## src/rtl/conv_out_pkg.sv

```systemverilog
// Shared types, default sizes and helpers for the conv output writer.
package conv_out_pkg;

  localparam int unsigned DEF_PE_SIZE         = 16;
  localparam int unsigned DEF_ACC_WIDTH       = 32;
  localparam int unsigned DEF_OUT_WIDTH       = 8;
  localparam int unsigned DEF_OUT_SHIFT       = 8;
  localparam int unsigned DEF_ROW_NUM         = 64;
  localparam int unsigned DEF_MEM2_DEPTH      = 896;
  localparam int unsigned DEF_MEM2_ADDR_WIDTH = 10;

  typedef enum logic [1:0] {
    ST_IDLE  = 2'd0,
    ST_RUN   = 2'd1,
    ST_DRAIN = 2'd2,
    ST_DONE  = 2'd3
  } state_t;

  // Signed saturation bounds for a w-bit output.
  function automatic longint out_max(input int unsigned w);
    return (longint'(1) <<< (w - 1)) - longint'(1);
  endfunction

  function automatic longint out_min(input int unsigned w);
    return -(longint'(1) <<< (w - 1));
  endfunction

  // LSB position of lane k in a packed bus of w-bit lanes.
  function automatic int unsigned lane_lsb(input int unsigned k, input int unsigned w);
    return k * w;
  endfunction

endpackage

```

## src/rtl/conv_output_writer_if.sv

```systemverilog
// Partial-sum input, mem2 write port and status signals of the conv output writer.
interface conv_output_writer_if
  import conv_out_pkg::*;
#(
  parameter int unsigned PE_SIZE         = DEF_PE_SIZE,
  parameter int unsigned ACC_WIDTH       = DEF_ACC_WIDTH,
  parameter int unsigned OUT_WIDTH       = DEF_OUT_WIDTH,
  parameter int unsigned MEM2_ADDR_WIDTH = DEF_MEM2_ADDR_WIDTH
);
  logic                           start_i;
  logic [MEM2_ADDR_WIDTH-1:0]     base_addr_i;
  logic [PE_SIZE*ACC_WIDTH-1:0]   psum_i;
  logic                           psum_valid_i;
  logic [MEM2_ADDR_WIDTH-1:0]     mem2_addr0;
  logic                           mem2_ce0;
  logic                           mem2_we0;
  logic [PE_SIZE*OUT_WIDTH-1:0]   mem2_d0;
  logic                           busy_o;
  logic                           done_o;
  logic                           overflow_o;

  modport master (
    output start_i, base_addr_i, psum_i, psum_valid_i,
    input  mem2_addr0, mem2_ce0, mem2_we0, mem2_d0, busy_o, done_o, overflow_o
  );

  modport slave (
    input  start_i, base_addr_i, psum_i, psum_valid_i,
    output mem2_addr0, mem2_ce0, mem2_we0, mem2_d0, busy_o, done_o, overflow_o
  );
endinterface

```

## src/rtl/lane_delay.sv

```systemverilog
// Fixed-length shift register with synchronous clear; DELAY=0 is a wire.
module lane_delay #(
  parameter int unsigned DELAY = 1,
  parameter int unsigned WIDTH = 1
) (
  input  logic             clk,
  input  logic             rst_n,
  input  logic [WIDTH-1:0] d,
  output logic [WIDTH-1:0] q
);

  if (DELAY == 0) begin : g_pass
    logic unused_clk_rst;
    assign unused_clk_rst = clk ^ rst_n;
    assign q = d;
  end else begin : g_sr
    logic [WIDTH-1:0] sr [DELAY];

    always_ff @(posedge clk) begin
      if (!rst_n) begin
        for (int unsigned i = 0; i < DELAY; i++) sr[i] <= '0;
      end else begin
        sr[0] <= d;
        for (int unsigned i = 1; i < DELAY; i++) sr[i] <= sr[i-1];
      end
    end

    assign q = sr[DELAY-1];
  end

endmodule

```

## src/rtl/conv_output_writer.sv

```systemverilog
// De-skews systolic-array partial sums, requantizes each lane and writes one
// packed row per cycle into the output BRAM.
module conv_output_writer
  import conv_out_pkg::*;
#(
  parameter int unsigned PE_SIZE         = DEF_PE_SIZE,
  parameter int unsigned ACC_WIDTH       = DEF_ACC_WIDTH,
  parameter int unsigned OUT_WIDTH       = DEF_OUT_WIDTH,
  parameter int unsigned OUT_SHIFT       = DEF_OUT_SHIFT,
  parameter bit          RELU_EN         = 1'b1,
  parameter int unsigned ROW_NUM         = DEF_ROW_NUM,
  parameter int unsigned MEM2_DEPTH      = DEF_MEM2_DEPTH,
  parameter int unsigned MEM2_ADDR_WIDTH = DEF_MEM2_ADDR_WIDTH
) (
  input logic                 clk,
  input logic                 rst_n,
  conv_output_writer_if.slave bus
);

  localparam int unsigned CNT_W = $clog2(ROW_NUM + 1);
  localparam int unsigned AW    = MEM2_ADDR_WIDTH;
  localparam int unsigned ROW_W = PE_SIZE * OUT_WIDTH;
  localparam logic signed [ACC_WIDTH-1:0] SAT_MAX = ACC_WIDTH'(out_max(OUT_WIDTH));
  localparam logic signed [ACC_WIDTH-1:0] SAT_MIN = ACC_WIDTH'(out_min(OUT_WIDTH));

  state_t             state_q, state_d;
  logic               busy_q, busy_d, done_q, done_d;
  logic [CNT_W-1:0]   acc_cnt_q, wr_cnt_q;
  logic [AW-1:0]      next_addr_q, addr_q;
  logic               ce_q, overflow_q;
  logic [ROW_W-1:0]   row_q;
  logic [ROW_W-1:0]   row_c;
  logic               start_c, accept_c, row_vld_c;
  logic [ACC_WIDTH-1:0] lane_al [PE_SIZE];

  assign start_c  = (state_q == ST_IDLE) && bus.start_i;
  assign accept_c = (state_q == ST_RUN) && bus.psum_valid_i && (acc_cnt_q < CNT_W'(ROW_NUM));

  // Floor shift, optional ReLU, then clamp to the signed output range.
  function automatic logic [OUT_WIDTH-1:0] quant(input logic signed [ACC_WIDTH-1:0] v);
    logic signed [ACC_WIDTH-1:0] s;
    s = v >>> OUT_SHIFT;
    if (RELU_EN && s[ACC_WIDTH-1]) s = '0;
    if (s > SAT_MAX) s = SAT_MAX;
    if (s < SAT_MIN) s = SAT_MIN;
    return OUT_WIDTH'(s);
  endfunction

  // Lane k lags lane 0 by k cycles, so delaying it PE_SIZE-1-k aligns the row.
  for (genvar k = 0; k < PE_SIZE; k++) begin : g_lane
    lane_delay #(.DELAY(PE_SIZE - 1 - k), .WIDTH(ACC_WIDTH)) u_dly (
      .clk   (clk),
      .rst_n (rst_n),
      .d     (bus.psum_i[lane_lsb(k, ACC_WIDTH) +: ACC_WIDTH]),
      .q     (lane_al[k])
    );
    assign row_c[lane_lsb(k, OUT_WIDTH) +: OUT_WIDTH] = quant(lane_al[k]);
  end

  lane_delay #(.DELAY(PE_SIZE - 1), .WIDTH(1)) u_vld_dly (
    .clk   (clk),
    .rst_n (rst_n),
    .d     (accept_c),
    .q     (row_vld_c)
  );

  always_ff @(posedge clk) begin
    if (!rst_n) begin
      state_q <= ST_IDLE;
      busy_q  <= 1'b0;
      done_q  <= 1'b0;
    end else begin
      state_q <= state_d;
      busy_q  <= busy_d;
      done_q  <= done_d;
    end
  end

  always_comb begin
    state_d = state_q;
    unique case (state_q)
      ST_IDLE:  if (bus.start_i) state_d = ST_RUN;
      ST_RUN:   if (accept_c && (acc_cnt_q == CNT_W'(ROW_NUM - 1))) state_d = ST_DRAIN;
      ST_DRAIN: if (wr_cnt_q == CNT_W'(ROW_NUM)) state_d = ST_DONE;
      ST_DONE:  state_d = ST_IDLE;
      default:  state_d = ST_IDLE;
    endcase
    busy_d = (state_d == ST_RUN) || (state_d == ST_DRAIN);
    done_d = (state_d == ST_DONE);
  end

  // Tile counters, write address, overrun flag and the quantize/write stage.
  always_ff @(posedge clk) begin
    if (!rst_n) begin
      acc_cnt_q   <= '0;
      wr_cnt_q    <= '0;
      next_addr_q <= '0;
      addr_q      <= '0;
      ce_q        <= 1'b0;
      overflow_q  <= 1'b0;
      row_q       <= '0;
    end else begin
      if (start_c) begin
        acc_cnt_q   <= '0;
        wr_cnt_q    <= '0;
        next_addr_q <= bus.base_addr_i;
        overflow_q  <= 1'b0;
      end else begin
        if (accept_c) acc_cnt_q <= acc_cnt_q + CNT_W'(1);
        if (row_vld_c) begin
          wr_cnt_q    <= wr_cnt_q + CNT_W'(1);
          next_addr_q <= (next_addr_q == AW'(MEM2_DEPTH - 1)) ? '0 : next_addr_q + AW'(1);
        end
        if (bus.psum_valid_i && ((state_q == ST_DRAIN) || (state_q == ST_DONE)))
          overflow_q <= 1'b1;
      end
      ce_q   <= row_vld_c;
      addr_q <= next_addr_q;
      row_q  <= row_c;
    end
  end

  assign bus.mem2_addr0 = addr_q;
  assign bus.mem2_ce0   = ce_q;
  assign bus.mem2_we0   = ce_q;
  assign bus.mem2_d0    = row_q;
  assign bus.busy_o     = busy_q;
  assign bus.done_o     = done_q;
  assign bus.overflow_o = overflow_q;

endmodule

```

## src/flat_wrapper.sv

```systemverilog
// flat-port wrapper written by rule: the top's interface ports become plain ports
module conv_output_writer_flat import conv_out_pkg::*;
#(
  parameter int unsigned PE_SIZE         = DEF_PE_SIZE,
  parameter int unsigned ACC_WIDTH       = DEF_ACC_WIDTH,
  parameter int unsigned OUT_WIDTH       = DEF_OUT_WIDTH,
  parameter int unsigned OUT_SHIFT       = DEF_OUT_SHIFT,
  parameter bit          RELU_EN         = 1'b1,
  parameter int unsigned ROW_NUM         = DEF_ROW_NUM,
  parameter int unsigned MEM2_DEPTH      = DEF_MEM2_DEPTH,
  parameter int unsigned MEM2_ADDR_WIDTH = DEF_MEM2_ADDR_WIDTH
)
  (clk, rst_n, bus_start_i, bus_base_addr_i, bus_psum_i, bus_psum_valid_i, bus_mem2_addr0, bus_mem2_ce0, bus_mem2_we0, bus_mem2_d0, bus_busy_o, bus_done_o, bus_overflow_o);
  conv_output_writer_if #(.PE_SIZE(PE_SIZE), .ACC_WIDTH(ACC_WIDTH), .OUT_WIDTH(OUT_WIDTH), .MEM2_ADDR_WIDTH(MEM2_ADDR_WIDTH)) bus_i ();
  input logic clk;
  input logic rst_n;
  input wire logic [$bits(bus_i.start_i)-1:0] bus_start_i;
  input wire logic [$bits(bus_i.base_addr_i)-1:0] bus_base_addr_i;
  input wire logic [$bits(bus_i.psum_i)-1:0] bus_psum_i;
  input wire logic [$bits(bus_i.psum_valid_i)-1:0] bus_psum_valid_i;
  output wire logic [$bits(bus_i.mem2_addr0)-1:0] bus_mem2_addr0;
  output wire logic [$bits(bus_i.mem2_ce0)-1:0] bus_mem2_ce0;
  output wire logic [$bits(bus_i.mem2_we0)-1:0] bus_mem2_we0;
  output wire logic [$bits(bus_i.mem2_d0)-1:0] bus_mem2_d0;
  output wire logic [$bits(bus_i.busy_o)-1:0] bus_busy_o;
  output wire logic [$bits(bus_i.done_o)-1:0] bus_done_o;
  output wire logic [$bits(bus_i.overflow_o)-1:0] bus_overflow_o;
  assign bus_i.start_i = bus_start_i;
  assign bus_i.base_addr_i = bus_base_addr_i;
  assign bus_i.psum_i = bus_psum_i;
  assign bus_i.psum_valid_i = bus_psum_valid_i;
  assign bus_mem2_addr0 = bus_i.mem2_addr0;
  assign bus_mem2_ce0 = bus_i.mem2_ce0;
  assign bus_mem2_we0 = bus_i.mem2_we0;
  assign bus_mem2_d0 = bus_i.mem2_d0;
  assign bus_busy_o = bus_i.busy_o;
  assign bus_done_o = bus_i.done_o;
  assign bus_overflow_o = bus_i.overflow_o;
  conv_output_writer #(.PE_SIZE(PE_SIZE), .ACC_WIDTH(ACC_WIDTH), .OUT_WIDTH(OUT_WIDTH), .OUT_SHIFT(OUT_SHIFT), .RELU_EN(RELU_EN), .ROW_NUM(ROW_NUM), .MEM2_DEPTH(MEM2_DEPTH), .MEM2_ADDR_WIDTH(MEM2_ADDR_WIDTH)) u_core (.clk(clk), .rst_n(rst_n), .bus(bus_i));
endmodule
```

## config.mk

```make
export PLATFORM = sky130hd
export DESIGN_NAME = conv_output_writer_flat
export DESIGN_NICKNAME = d
export VERILOG_FILES = /design/src/rtl/conv_out_pkg.sv /design/src/rtl/conv_output_writer_if.sv /design/src/rtl/lane_delay.sv /design/src/rtl/conv_output_writer.sv /design/src/flat_wrapper.sv
export SDC_FILE = /design/constraint.sdc
export NUM_CORES = 2
export LEC_CHECK = 0
export ABC_AREA = 1
export BUFFER_PORTS_ARGS = -buffer_cell sky130_fd_sc_hd__buf_2
export CAP_MARGIN = 20
export CORE_MARGIN = 2
export CORE_UTILIZATION = 34
export CTS_CLUSTER_DIAMETER = 150
export DETAILED_ROUTE_END_ITERATION = 12
export HOLD_SLACK_MARGIN = 0.05
export SETUP_SLACK_MARGIN = 0.1
export SYNTH_ARGS = -nofsm -noshare
export SYNTH_HDL_FRONTEND = slang
export SYNTH_SLANG_ARGS = --single-unit
```

## constraint.sdc

```tcl
create_clock -name clk -period 1.63 [get_ports clk]
set_input_delay 0.2445 -clock clk [delete_from_list [all_inputs] [get_ports clk]]
set_output_delay 0.2445 -clock clk [all_outputs]
set_load 0.01 [all_outputs]
```

==> results.cfg <==
[run_status]
outcome = finished, violations left
violations = negative setup slack

[timing]
hold_viol_final = 0
fin_ws_ns = -0.0854
max_freq_mhz = 583
fin_worst_skew_ns = 0.0762
fin_crit_ns = 1.72
rsz0062_at_grt = true
finalSetupViolCount = 1
slew_viol_final = 0
finalCritPeriodShare_pct = 105
relSlewSlack_pct = 66.7
tightestPinTransition_ns = 0.497
hold_slack_ns = 0.140

[placement]
gp_congestion = 0.756
dp.cells = 13600
port_buffers = 540
dp_hpwl_um = 81900

[synth]
syn_area_per_cell_um2 = 8.95
synth_top_cell_area_share_pct = 69.8
async_reset_ff_share_pct = 0
synth_most_common_cell = dfxtp_1
synth_ff_type = dfxtp_1
synth-edff-count = 0
syn_area_mm2 = 0.0879
synth_common_cells = dfxtp_1, inv_1, nand2_1
yosys.area.top_type = dfxtp_1
synth_cell_types = 29
synth-seq-area-share_pct = 69.8
ys_ff_latch = 3063
ys_top_cells_by_area = dfxtp_1, inv_1, nand2_1
netlist_instances = 9818
yosysWarnings = 0

[power_and_ir_drop]
powerDensity_mw_per_mm2 = 1350
swShare_pct = 20.4
p_comb_share_pct = 3.6
seqPwrFrac_pct = 49.7
vdd_drop_max_v = 0.00107
p_leak_nw = 69.1
power.net_switching_w = 0.0316
total_power_w = 0.154
clkPwrFrac_pct = 46.7
internal_power_w = 0.123

[worst_setup_path]
crit_cells = 1
reg2reg_to = u_core.bus.mem2_d0[27]
r2r_slack_ns = 0.19
slowest_delay_ns = 0.39
end_kind = output port
start_kind = flip-flop
cp_slowest_cell = dfxtp_1
critPathRequiredTime_ns = 1.39
critPathKind = flip-flop to output port
cp_top_family = flip-flops
critical_path_peak_fanout = 1
reg2reg_from = u_core.g_lane[3].u_dly.g_sr.sr[2][117]
worst-path-buf-inv = 1
path_cells = buf_2
worst_r2r_path_depth = 6
cp.arrival_ns = 1.47

[clock_network]
htree_num_levels = 5
cts_tree = yes
clock_latency_ns = 0.91
cts_sinks = 3063
ctsRootBufferMaster = clkbuf_16
numCtsBuffers = 325
clk_pin_slew_ns = 0.06
cts_buffer_depth = 4

[grt]
grt-ovfl-total = 0
grt_pass1_wl_um = 249000
grtUsageTotal_pct = 11.4
grt_max_degree = 198
antenna_found_initial = 26
grt_pass1_vias = 52600

[die]
die_area_mm2 = 0.263
dieHeight_um = 512
start_util_pct = 34.2
coreArea_mm2 = 0.257
pin_count = 669
rows = 186
die_x_um = 512

[worst_hold_path]
hold_start = bus_psum_i[191]
min-delay-path-class = input port to flip-flop
whs_endpoint = u_core.g_lane[5].u_dly.g_sr.sr[0][31]
min_path_cells = 4

[route]
drtAntennaViolNets = 0
drt_wl_total_um = 153000
drt_first_pass_iters = 5
drc = 0
first_iter_violations = 2105
via_per_inst = 3.65
vias = 54700
wire_per_inst_um = 10.2

[layout]
nNetsFinal = 11900
fin_util_pct = 44.6
final_cells = 15000
layout-drive-gt1-share_pct = 11.6
area_growth_pct = 30.2
fillers = 23700

[flow_run]
drv_cap = 0
==> worst max path at each step <==
stage / startpoint / endpoint / slack (ns)
3_5_place_dp: u_core.acc_cnt_q[0] / u_core.bus.busy_o / 0.06
2_1_floorplan: u_core.state_q[1] / u_core.bus.busy_o / 0.20
5_1_grt: u_core.bus.mem2_d0[112] / bus_mem2_d0[112] / -0.16
4_1_cts: u_core.bus.mem2_d0[64] / bus_mem2_d0[64] / -0.10
6_report: u_core.bus.mem2_d0[112] / bus_mem2_d0[112] / -0.09
3_3_place_gp: u_core.g_lane[3].u_dly.g_sr.sr[2][117] / u_core.bus.mem2_d0[25] / 0.07
==> worst reg2reg max path, delay by kind of cell (launching register included) <==
family	cells	cell delay (ns)
buffers and inverters	2	0.25
DFF	1	0.29
AOI/OAI and AO/OA	1	0.24
and+or+nand+nor	3	0.50
==> cell type report <==
class | count | area (um2) | area share (%)
multi-input cells | 3387 | 13200 | 11.6
clock buffers | 448 | 9300 | 8.12
well taps | 3384 | 4230 | 3.70
repair buffers | 1520 | 13400 | 11.7
diodes | 22 | 55.1 | 0.0481
clock inverters | 115 | 1350 | 1.18
flip-flops and latches | 3063 | 61500 | 53.7
inverters | 3054 | 11500 | 10.0
==> logic make-up (layout without fill, tap and decap cells) <==
| logic type | count (synthesis) | count (layout) | synth area share (%) |
|---|---|---|---|
| buffers and inverters | 3383 | 5137 | 15.3 |
| other | 1 | 38 | 0.00427 |
| XOR/XNOR | 1 | 1 | 0.00997 |
| flip-flops | 3063 | 3063 | 69.8 |
| AO/OA/AOI/OAI | 148 | 148 | 0.851 |
| AND/OR/NAND/NOR | 3217 | 3217 | 14.0 |
| adder cells (fa/ha/maj) | 5 | 5 | 0.0712 |
==> per-layer routing <==
| layer | vias to the layer above | track usage, % | share of wire [%] |
|---|---|---|---|
| li1 | 29800 | - | - |
| met1 | 23300 | 13.0 | 43 |
| met2 | 1001 | 19.6 | 47 |
| met3 | 549 | 2.75 | 4.6 |
| met4 | 10 | 6.28 | 5.2 |
| met5 | - | 0 | 0.035 |
==> power by group through the flow <==
| stage | registers (W) | clock network [W] | logic, W |
|---|---|---|---|
| CTS | 0.0767 | 0.0745 | 0.00528 |
| floorplan | 0.0783 | 0 | 0.00227 |
| detailed placement | 0.0784 | 0 | 0.00373 |
| global route | 0.0768 | 0.0776 | 0.00613 |
| finish | 0.0767 | 0.0722 | 0.00552 |
| global placement | 0.0784 | 0 | 0.00370 |
==> state kept, by name, summed over array words and instances, names as in the netlist <==
register and count:
u_core.bus.busy_o 1, u_core.state_q 2, u_core.bus.mem2_addr0 10, u_core.u_vld_dly.g_sr.sr 15, u_core.bus.done_o 1, u_core.next_addr_q 10
u_core.g_lane.u_dly.g_sr.sr 2880, u_core.bus.mem2_ce0 1, u_core.wr_cnt_q 7, u_core.bus.overflow_o 1, u_core.acc_cnt_q 7, u_core.bus.mem2_d0 128
==> stage by stage <==
step	setup TNS (ns)	instance area [um2]	setup slack, ns
2_1_floorplan	0	88000	0.199
3_3_place_gp	0	94700	0.0724
3_5_place_dp	0	94700	0.0635
4_1_cts	-5.23	114000	-0.100
5_1_grt	-4.71	114000	-0.158
6_report	-0.0854	114000	-0.0854
==> placed cells by master, fill, tap and decap left out, types with 2 or more instances in the layout <==
cell and count:
clkbuf_16 330, buf_4 118, inv_2 5, dfxtp_1 2962, nand4_1 37, clkinvlp_4 9
o21ai_2 3, buf_2 444, conb_1 16, buf_16 3, buf_12 45, inv_1 3047
or2_0 11, o21ai_1 4, nor3_1 3, or2_4 3, or2_1 3, clkinv_2 63
nand3_1 14, nand2_1 2957, inv_6 9, inv_8 3, nor2_4 4, clkinv_8 5
a31oi_1 2, o21ai_0 121, dfxtp_4 17, diode_2 22, ha_1 4, dfxtp_2 84
dlygate4sd3_1 812, bufinv_16 25, nor2_1 177, buf_6 96, clkbuf_8 64, a21oi_1 16
clkbuf_1 56, o21a_1 2
==> repair_timing <==
action	in CTS	in global routing
hold endpoints to repair	1023	0
buffers inserted	1	10
hold buffers	812	0
endpoints found under the setup margin	148	263
gates cloned	0	2
pin swaps	1	6
gates resized for setup	173	86
No activity file was read; power rests on OpenSTA's default activity.
